===== src/rtl/arbitro_multipli_pkg.sv =====
// Shared types and default sizing for the arbitro_multipli multiplier-sharing arbiter.
package arbitro_multipli_pkg;

    localparam int DEF_TAMANO  = 8;
    localparam int DEF_NREQ    = 4;
    localparam int DEF_TIMEOUT = 64;

    typedef enum logic [1:0] {
        IDLE    = 2'd0,
        ISSUE   = 2'd1,
        RELEASE = 2'd2
    } state_t;

endpackage


===== src/rtl/rr_picker.sv =====
// Combinational round-robin selector: first asserted request at or after the pointer, wrapping.
module rr_picker #(
    parameter int NREQ = 4,
    parameter int IW   = 2
) (
    input  logic [NREQ-1:0] i_req,
    input  logic [IW-1:0]   i_ptr,
    output logic            o_found,
    output logic [IW-1:0]   o_idx
);

    localparam logic [IW:0] NREQ_W = (IW+1)'(NREQ);

    logic [IW:0]   w_sum;
    logic [IW-1:0] w_pos;

    // Scan offsets from farthest to nearest so the nearest asserted request is the last one written
    always_comb begin
        o_found = 1'b0;
        o_idx   = {IW{1'b0}};
        w_sum   = {(IW+1){1'b0}};
        w_pos   = {IW{1'b0}};
        for (int k = NREQ - 1; k >= 0; k--) begin
            w_sum = {1'b0, i_ptr} + (IW+1)'(k);
            if (w_sum >= NREQ_W) begin
                w_pos = IW'(w_sum - NREQ_W);
            end else begin
                w_pos = w_sum[IW-1:0];
            end
            if (i_req[w_pos]) begin
                o_found = 1'b1;
                o_idx   = w_pos;
            end else begin
                o_found = o_found;
            end
        end
    end

endmodule


===== src/rtl/arbitro_multipli.sv =====
// Round-robin arbiter/sequencer sharing one multipli instance among NREQ requesters, with watchdog.
module arbitro_multipli
    import arbitro_multipli_pkg::*;
#(
    parameter int tamano  = DEF_TAMANO,
    parameter int NREQ    = DEF_NREQ,
    parameter int TIMEOUT = DEF_TIMEOUT
) (
    input  logic                          CLOCK,
    input  logic                          RESET,
    input  logic [NREQ-1:0]               REQ,
    input  logic [NREQ*tamano-1:0]        A_IN,
    input  logic [NREQ*tamano-1:0]        B_IN,
    output logic [NREQ-1:0]               ACK,
    output logic                          ERR,
    output logic [2*tamano-1:0]           S_OUT,
    output logic [$clog2(NREQ)-1:0]       GRANT_ID,
    output logic                          BUSY,
    output logic                          M_START,
    output logic [tamano-1:0]             M_A,
    output logic [tamano-1:0]             M_B,
    input  logic                          M_END,
    input  logic [2*tamano-1:0]           M_S
);

    localparam int IW = $clog2(NREQ);
    localparam int WW = $clog2(TIMEOUT + 1);
    localparam logic [WW-1:0] WD_LAST = WW'(TIMEOUT - 1);
    localparam logic [IW-1:0] LAST_ID = IW'(NREQ - 1);

    state_t              r_state, w_state_nx;
    logic [IW-1:0]       r_ptr, w_ptr_nx;
    logic [WW-1:0]       r_wd, w_wd_nx;
    logic [NREQ-1:0]     r_ack, w_ack_nx;
    logic                r_err, w_err_nx;
    logic [2*tamano-1:0] r_s, w_s_nx;
    logic [IW-1:0]       r_grant, w_grant_nx;
    logic                r_busy, w_busy_nx;
    logic                r_start, w_start_nx;
    logic [tamano-1:0]   r_a, w_a_nx;
    logic [tamano-1:0]   r_b, w_b_nx;
    logic                w_found;
    logic [IW-1:0]       w_pick;

    rr_picker #(
        .NREQ (NREQ),
        .IW   (IW)
    ) u_picker (
        .i_req   (REQ),
        .i_ptr   (r_ptr),
        .o_found (w_found),
        .o_idx   (w_pick)
    );

    // Next-state and next-output logic; ACK/ERR default low so they are single-cycle pulses
    always_comb begin
        w_state_nx = r_state;
        w_ptr_nx   = r_ptr;
        w_wd_nx    = r_wd;
        w_ack_nx   = {NREQ{1'b0}};
        w_err_nx   = 1'b0;
        w_s_nx     = r_s;
        w_grant_nx = r_grant;
        w_start_nx = r_start;
        w_a_nx     = r_a;
        w_b_nx     = r_b;
        case (r_state)
            IDLE: begin
                if (w_found) begin
                    w_grant_nx = w_pick;
                    w_a_nx     = A_IN[w_pick*tamano +: tamano];
                    w_b_nx     = B_IN[w_pick*tamano +: tamano];
                    w_start_nx = 1'b1;
                    w_ptr_nx   = (w_pick == LAST_ID) ? {IW{1'b0}} : w_pick + IW'(1);
                    w_wd_nx    = {WW{1'b0}};
                    w_state_nx = ISSUE;
                end else begin
                    w_state_nx = IDLE;
                end
            end
            ISSUE: begin
                if (M_END) begin
                    w_s_nx            = M_S;
                    w_ack_nx[r_grant] = 1'b1;
                    w_start_nx        = 1'b0;
                    w_state_nx        = RELEASE;
                end else if (r_wd == WD_LAST) begin
                    w_s_nx            = {(2*tamano){1'b0}};
                    w_ack_nx[r_grant] = 1'b1;
                    w_err_nx          = 1'b1;
                    w_start_nx        = 1'b0;
                    w_state_nx        = RELEASE;
                end else begin
                    w_wd_nx = r_wd + WW'(1);
                end
            end
            RELEASE: begin
                // Wait for END_MULT to drop so a stale completion cannot finish the next job
                if (!M_END) begin
                    w_state_nx = IDLE;
                end else begin
                    w_state_nx = RELEASE;
                end
            end
            default: begin
                w_state_nx = IDLE;
            end
        endcase
        w_busy_nx = (w_state_nx != IDLE);
    end

    // State and registered outputs
    always_ff @(posedge CLOCK) begin
        if (RESET) begin
            r_state <= IDLE;
            r_ptr   <= {IW{1'b0}};
            r_wd    <= {WW{1'b0}};
            r_ack   <= {NREQ{1'b0}};
            r_err   <= 1'b0;
            r_s     <= {(2*tamano){1'b0}};
            r_grant <= {IW{1'b0}};
            r_busy  <= 1'b0;
            r_start <= 1'b0;
            r_a     <= {tamano{1'b0}};
            r_b     <= {tamano{1'b0}};
        end else begin
            r_state <= w_state_nx;
            r_ptr   <= w_ptr_nx;
            r_wd    <= w_wd_nx;
            r_ack   <= w_ack_nx;
            r_err   <= w_err_nx;
            r_s     <= w_s_nx;
            r_grant <= w_grant_nx;
            r_busy  <= w_busy_nx;
            r_start <= w_start_nx;
            r_a     <= w_a_nx;
            r_b     <= w_b_nx;
        end
    end

    assign ACK      = r_ack;
    assign ERR      = r_err;
    assign S_OUT    = r_s;
    assign GRANT_ID = r_grant;
    assign BUSY     = r_busy;
    assign M_START  = r_start;
    assign M_A      = r_a;
    assign M_B      = r_b;

endmodule


===== config.mk =====
export PLATFORM = sky130hd
export DESIGN_NAME = arbitro_multipli
export DESIGN_NICKNAME = d
export VERILOG_FILES = /design/src/rtl/arbitro_multipli_pkg.sv /design/src/rtl/rr_picker.sv /design/src/rtl/arbitro_multipli.sv
export SDC_FILE = /design/constraint.sdc
export NUM_CORES = 1
export LEC_CHECK = 0
export ABC_AREA = 1
export CAP_MARGIN = 20
export CORE_AREA = 3 3 88 90
export CTS_BUF_LIST = sky130_fd_sc_hd__clkbuf_8 sky130_fd_sc_hd__clkbuf_16
export CTS_CLUSTER_DIAMETER = 200
export CTS_CLUSTER_SIZE = 8
export DETAILED_ROUTE_END_ITERATION = 12
export DIE_AREA = 0 0 91 93
export GPL_TIMING_DRIVEN = 1
export PLACE_DENSITY = 0.77
export SYNTH_ARGS = -nofsm -noshare
export SYNTH_HDL_FRONTEND = slang
export SYNTH_HIERARCHICAL = 1
export SYNTH_SLANG_ARGS = --single-unit

===== constraint.sdc =====
create_clock -name CLOCK -period 4.6 [get_ports CLOCK]
set_clock_uncertainty 0.2 [all_clocks]
set_input_delay 1.15 -clock CLOCK [delete_from_list [all_inputs] [get_ports CLOCK]]
set_output_delay 1.15 -clock CLOCK [all_outputs]
set_load 0.05 [all_outputs]

# After elaboration in Yosys (flattened, before gate mapping)

Index checks and enable logic that the tools add are counted.
W data, S select, Z words.

Bits of input ports: 87
Word-level logic and storage cells: 93
Flip-flop bits (word level): 52
Output and inout port bits: 41

Muxes and demuxes: 41
Reductions and logical operators: 11
Order comparisons: 10
Equality and inequality tests: 8
Shift-type cells: 2
$add $sub $neg: 9
Bitwise logic cells: 1

Operators with widths:

| cell                  | count |
|---|---|
| $shiftx A32 B6 Y8     | 2 |
| $mux W16              | 2 |
| $mux W2               | 12 |
| $mux W7               | 3 |
| $lt A2 B3 Y1 const B  | 5 |
| $mux W1               | 14 |
| $pmux W7 S2           | 1 |
| $ge A3 B3 Y1 const B  | 3 |
| $bmux W1 S2           | 4 |
| $mux W4               | 2 |
| $sub A2 B1 Y2 const B | 4 |
| $add A7 B1 Y7 const B | 1 |
| $eq A7 B6 Y1 const B  | 1 |
| $add A2 B2 Y3 const B | 2 |
| $pmux W2 S3           | 1 |
| $reduce_bool A2 Y1    | 3 |
| $eq A2 B2 Y1 const B  | 2 |
| $ne A2 B2 Y1 const B  | 2 |
| $reduce_and A2 Y1     | 2 |
| $reduce_and A4 Y1     | 1 |
| $add A2 B1 Y3 const B | 1 |
| $ge A2 B3 Y1 const B  | 1 |
| $ne A3 B3 Y1 const B  | 1 |
| $reduce_and A3 Y1     | 1 |
| 11 further kinds      | 11 |

# Depth between registers and ports, before layout

Depth in word-level cells: 12
Mapped depth: 18
Gate-level depth less buffers: 15

# Modules after synthesis

The synthesis kept the hierarchy.

Modules (own cells, without submodules):

| module           | sequential area each (µm²) | area each (µm²) | times used | cells each |
|---|---|---|---|---|
| arbitro_multipli | 1041.0                     | 2587.5          | 1          | 388 |
| rr_picker        | 0.0                        | 215.2           | 1          | 44 |

# Worst setup path after synthesis

Ideal clock, no wire load.

Path type: input to register
Start: input port REQ[1]
End: register r_a[0] (netlist: M_A[0])
Path buffers: 2
Cell stages on the path: 17
Setup slack: 1830 ps
Setup time: 115 ps
Arrival time: 2454 ps
Data required time: 4285 ps
Cell sequence: inv_1 nand2_1 and2_4 nand2_2 nand2_2 inv_2 nand2_1 nand2_1 nand2_1 buf_4 buf_2 nor2_1 nor2_1 o21ai_0 o21ai_0 o21ai_0 inv_1

Longest elaborated chain between the ends: 7
Elaborated cells between the ends (all ways): 18
Classes of those cells: 1 x shift; 16 x mux; 1 x reduce/logical

Ends and longest elaborated chain:

| item                          | RTL line                | source |
|---|---|---|
| start, declared               | arbitro_multipli.sv:11  | `input logic [NREQ-1:0] REQ,` |
| $bmux W1 S2                   | rr_picker.sv:30         | `if (i_req[w_pos]) begin` |
| $mux W1 (not written as such) | rr_picker.sv:30         |  |
| $mux W2 (3 in a row)          | rr_picker.sv:30         |  |
| $mux W2 *                     | rr_picker.sv:30         |  |
| named net w_pick[0]           | arbitro_multipli.sv:43  | `logic [IW-1:0] w_pick;` |
| $shiftx A32 B6 Y8 *           | arbitro_multipli.sv:71  | `w_a_nx = A_IN[w_pick*tamano +: tamano];` |
| end signal, assigned          | arbitro_multipli.sv:124 | `r_a <= {tamano{1'b0}};` |
| end signal, assigned          | arbitro_multipli.sv:136 | `r_a <= w_a_nx;` |
| end, declared                 | arbitro_multipli.sv:40  | `logic [tamano-1:0] r_a, w_a_nx;` |

Mark *: on every way through the listed nets, which the timed path passes. The rest lies on a longest branch. The select of a mux whose other input is x is not followed.
A chain may end at the register's enable or synchronous reset.

# Worst setup path after layout

Start: input port REQ[1]
End: register r_b[3] (netlist: M_B[3])

Longest elaborated chain between the ends: 7
Elaborated cells between the ends (all ways): 18
Classes of those cells: 1 x shift; 16 x mux; 1 x reduce/logical

Ends and longest elaborated chain:

| item                          | RTL line                | source |
|---|---|---|
| $bmux W1 S2                   | rr_picker.sv:30         |  |
| $mux W1 (not written as such) | rr_picker.sv:30         |  |
| $mux W2 (3 in a row)          | rr_picker.sv:30         |  |
| $mux W2 *                     | rr_picker.sv:30         |  |
| named net w_pick[0]           | arbitro_multipli.sv:43  |  |
| $shiftx A32 B6 Y8 *           | arbitro_multipli.sv:72  | `w_b_nx = B_IN[w_pick*tamano +: tamano];` |
| end signal, assigned          | arbitro_multipli.sv:125 | `r_b <= {tamano{1'b0}};` |
| end signal, assigned          | arbitro_multipli.sv:137 | `r_b <= w_b_nx;` |
| end, declared                 | arbitro_multipli.sv:41  | `logic [tamano-1:0] r_b, w_b_nx;` |

Marks and branches as above.

==> results.md <==
- Status: finished, final reports clean
- Crit start category: input pin
- Drt pass-1 iters: 4
- Crit Path Category: in2reg
- Hold/Removal Path Class: reg2reg
- Core ar.: 0.00714 sq mm
- Register bit total from synthesis: 52
- Final setup vio count: 0
- Post-synth cell types: 30
- RePlAce Congestion: 0.855
- Final period util: 0.751
- Fmax: 290 MHz
- Layout Nets: 638
- Vias in the first global route: 2822
- Worst Tran Pin Value: 0.893 ns
- Total Routing Usage GR: 0.182
- RSZ-0062 raised after global routing: false
- Input/output buffers: 127
- Clk buf depth: 2
- # Post-CTS Setup Buffers: 0
- Drt initial violations: 64
- Worst-Skew Late Latency: 0.30 ns
- Drt drc: 0
- Hold Path Cell Cnt: 2
- Post-Synthesis Cells: 432
- Starting density of the core: 0.393
- Fraction of the mapped netlist area in adder cells: 0.00893
- Initial antenna violation count: 0
- Setup TNS: 0 ns
- Diode count: 0
- Fraction of registers with async set/reset: 0
- Height of the die: 93 microns
- Total CTS buffers: 5
- Clock slew at reported path FFs: 0.09 ns
- I/O pins: 128
- Worst Path Arrival: 3.45 ns
- Worst IR Drop VDD: 0.000300 V
- Mapped Area: 0.00280 sq mm
- Slew headroom: 0.403
- Mean Syn Cell Area: 6.49 sq um
- Synth Area in Compound Gates: 0.182
- Post-synthesis sequential area ratio: 0.371
- Std cell rows: 31
- Total Wirelength: 7640 microns
- CTS tree: yes
- Power Dens Cells: 586 mW/mm^2
- First-pass GRT wire length: 12800 microns
- Worst R2R Path Depth: 13
- R2R Path End: M_B[3]
- Post-synth top flop: dfxtp_1
- Post-DP Area: 0.00411 sq mm
- Post-synth EDFFs: 0
- Crit-path max FO: 47
- Fin area: 0.00424 sq mm
- Vias/cell: 4.60
- Synth Area in XOR/XNOR: 0
- Syn Nets: 521
- Share of cells above drive strength 1: 0.0818
- Post-Synth Simple-Gate Area: 0.323
- Die width: 91 microns
- R2R Setup Slk: 1.82 ns
- WL/cell: 11.8 microns
- Clock Sinks: 52
- Hold path start: S_OUT[3]
- Die Footprint: 0.00846 sq mm
- Antenna viol nets, final: 0
- Total global routing overflow: 0
- Synth warnings: 6
- Final hold violations: 0
- H-tree depth: 2
- Setup crit end kind: register
- WHS Endpoint: S_OUT[3]
- Leak Pwr: 1.83 nW
- MaxCap Viol Count: 0
- CTS Hold Bufs: 0
- Critical R2R Launch: r_ptr[0]
- Vias: 2985
- Mux share of post-synthesis cell area: 0
- Final min period: 3.45 ns
- Area Overhead vs Synth: 51.3%
- Post-CTS Resized: 0
- Clock root cell: clkbuf_8
- Post-DP HPWL: 6070 microns
- Worst path required time: 4.60 ns
- Largest net degree at the start of global routing: 48
- Largest family of logic cells by synthesized area: simple AND/OR/NAND/NOR gates
- Pins Over Slew Limit: 0
## area by class of cell
type,instances,area (sq um)
repair buffers,131,1300
inverters,54,205
flip-flops and latches,52,1040
clock buffers,7,96.3
fillers,703,2900
clock inverters,1,30.0
well taps,99,124
multi-input cells,305,1440
## logic make-up after synthesis
kind of cell               after synthesis
AOI/OAI and AO/OA                       97
adders and majority gates                2
buffers and inverters                   75
DFF                                     52
and+or+nand+nor                        206
## cells in the final DEF, fill, tap and decap left out, types with 2 or more instances in the layout
cell type        instances
clkdlybuf4s50_1        127
inv_1                   45
o21ai_0                 59
o21ai_2                  2
a21oi_1                 23
nand2_2                 11
nor2_1                  83
inv_2                    8
nor2_4                   3
nand3_1                 16
ha_1                     2
nand3_2                  2
clkbuf_8                 7
buf_4                    4
o21ai_1                 10
nand2_1                 83
nand2_4                  3
dfxtp_1                 52
## worst max-delay path by stage
stage	from	to	slack, ns	cells past startpoint
after floorplan	REQ[1]	M_A[0]	1.83	17
after global placement	REQ[1]	M_B[1]	0.91	16
after detailed placement	REQ[1]	M_B[3]	0.85	16
after CTS	REQ[1]	M_B[3]	1.17	16
after global routing	REQ[3]	M_A[3]	0.79	15
final	REQ[1]	M_B[3]	1.15	16
## synth_stat cells (2+ instances only)
master	n	area [sq um]
inv_2	8	30.0
buf_2	7	35.0
inv_1	45	169
o21ai_0	59	295
nand2_1	83	312
buf_1	2	7.51
nand3_1	16	80.1
buf_6	2	22.5
nand3_2	2	20.0
nand2_2	11	68.8
dfxtp_1	52	1040
nor2_4	3	33.8
a21oi_1	23	115
nand2_4	3	33.8
o21ai_2	2	17.5
nor2_1	83	312
clkbuf_1	6	22.5
o21ai_1	10	50.1
ha_1	2	25.0
buf_4	3	22.5
## where the power goes
| group | switching [mW] | internal, mW | leakage, nW |
|---|---|---|---|
| Clock | 0.145 | 0.192 | 0.0645 |
| Combinational | 1.00 | 0.513 | 1.34 |
| Sequential | 0.0779 | 0.554 | 0.427 |
| Total | 1.22 | 1.26 | 1.83 |
## registers in the layout, summed over array words and instances (netlist names)
| signal | count |
|---|---|
| S_OUT | 16 |
| M_A | 8 |
| M_B | 8 |
| r_wd | 7 |
| ACK | 4 |
| GRANT_ID | 2 |
| r_ptr | 2 |
| r_state | 2 |
| BUSY | 1 |
| ERR | 1 |
| M_START | 1 |
## layer usage
metal	share of wire	up-vias	track usage	wire length (microns)
met4	0.012	0	0.0490	89
li1	-	1589	-	-
met2	0.49	92	0.316	3710
met5	0	-	0	0
met3	0.053	7	0.0346	402
met1	0.45	1297	0.230	3430
## worst max-delay path, stage by stage
cell             delay (ns)
clkdlybuf4s50_1        0.45
inv_1                  0.05
nand2_1                0.07
and2_4                 0.15
nand2_2                0.05
nand2_2                0.06
inv_2                  0.04
nand2_1                0.05
nand2_1                0.04
nand2_1                0.07
buf_4                  0.34
inv_1                  0.35
o21ai_0                0.26
o21ai_0                0.11
o21ai_0                0.15
inv_1                  0.05
## per-stage QoR
step | hold WS, ns | worst slack, ns | util | std cells | total power, mW
4_1_cts | 0.269 | 1.17 | 0.594 | 649 | 2.50
5_1_grt | 0.279 | 0.795 | 0.594 | 649 | 2.69
6_report | 0.263 | 1.15 | 0.594 | 649 | 2.48
3_5_place_dp | 0.254 | 0.849 | 0.576 | 641 | 2.16
2_1_floorplan | 0.262 | 1.83 | - | 432 | 1.76
3_3_place_gp | 0.245 | 0.905 | 0.576 | 641 | 2.12
Power figures use the tool's default switching activity.
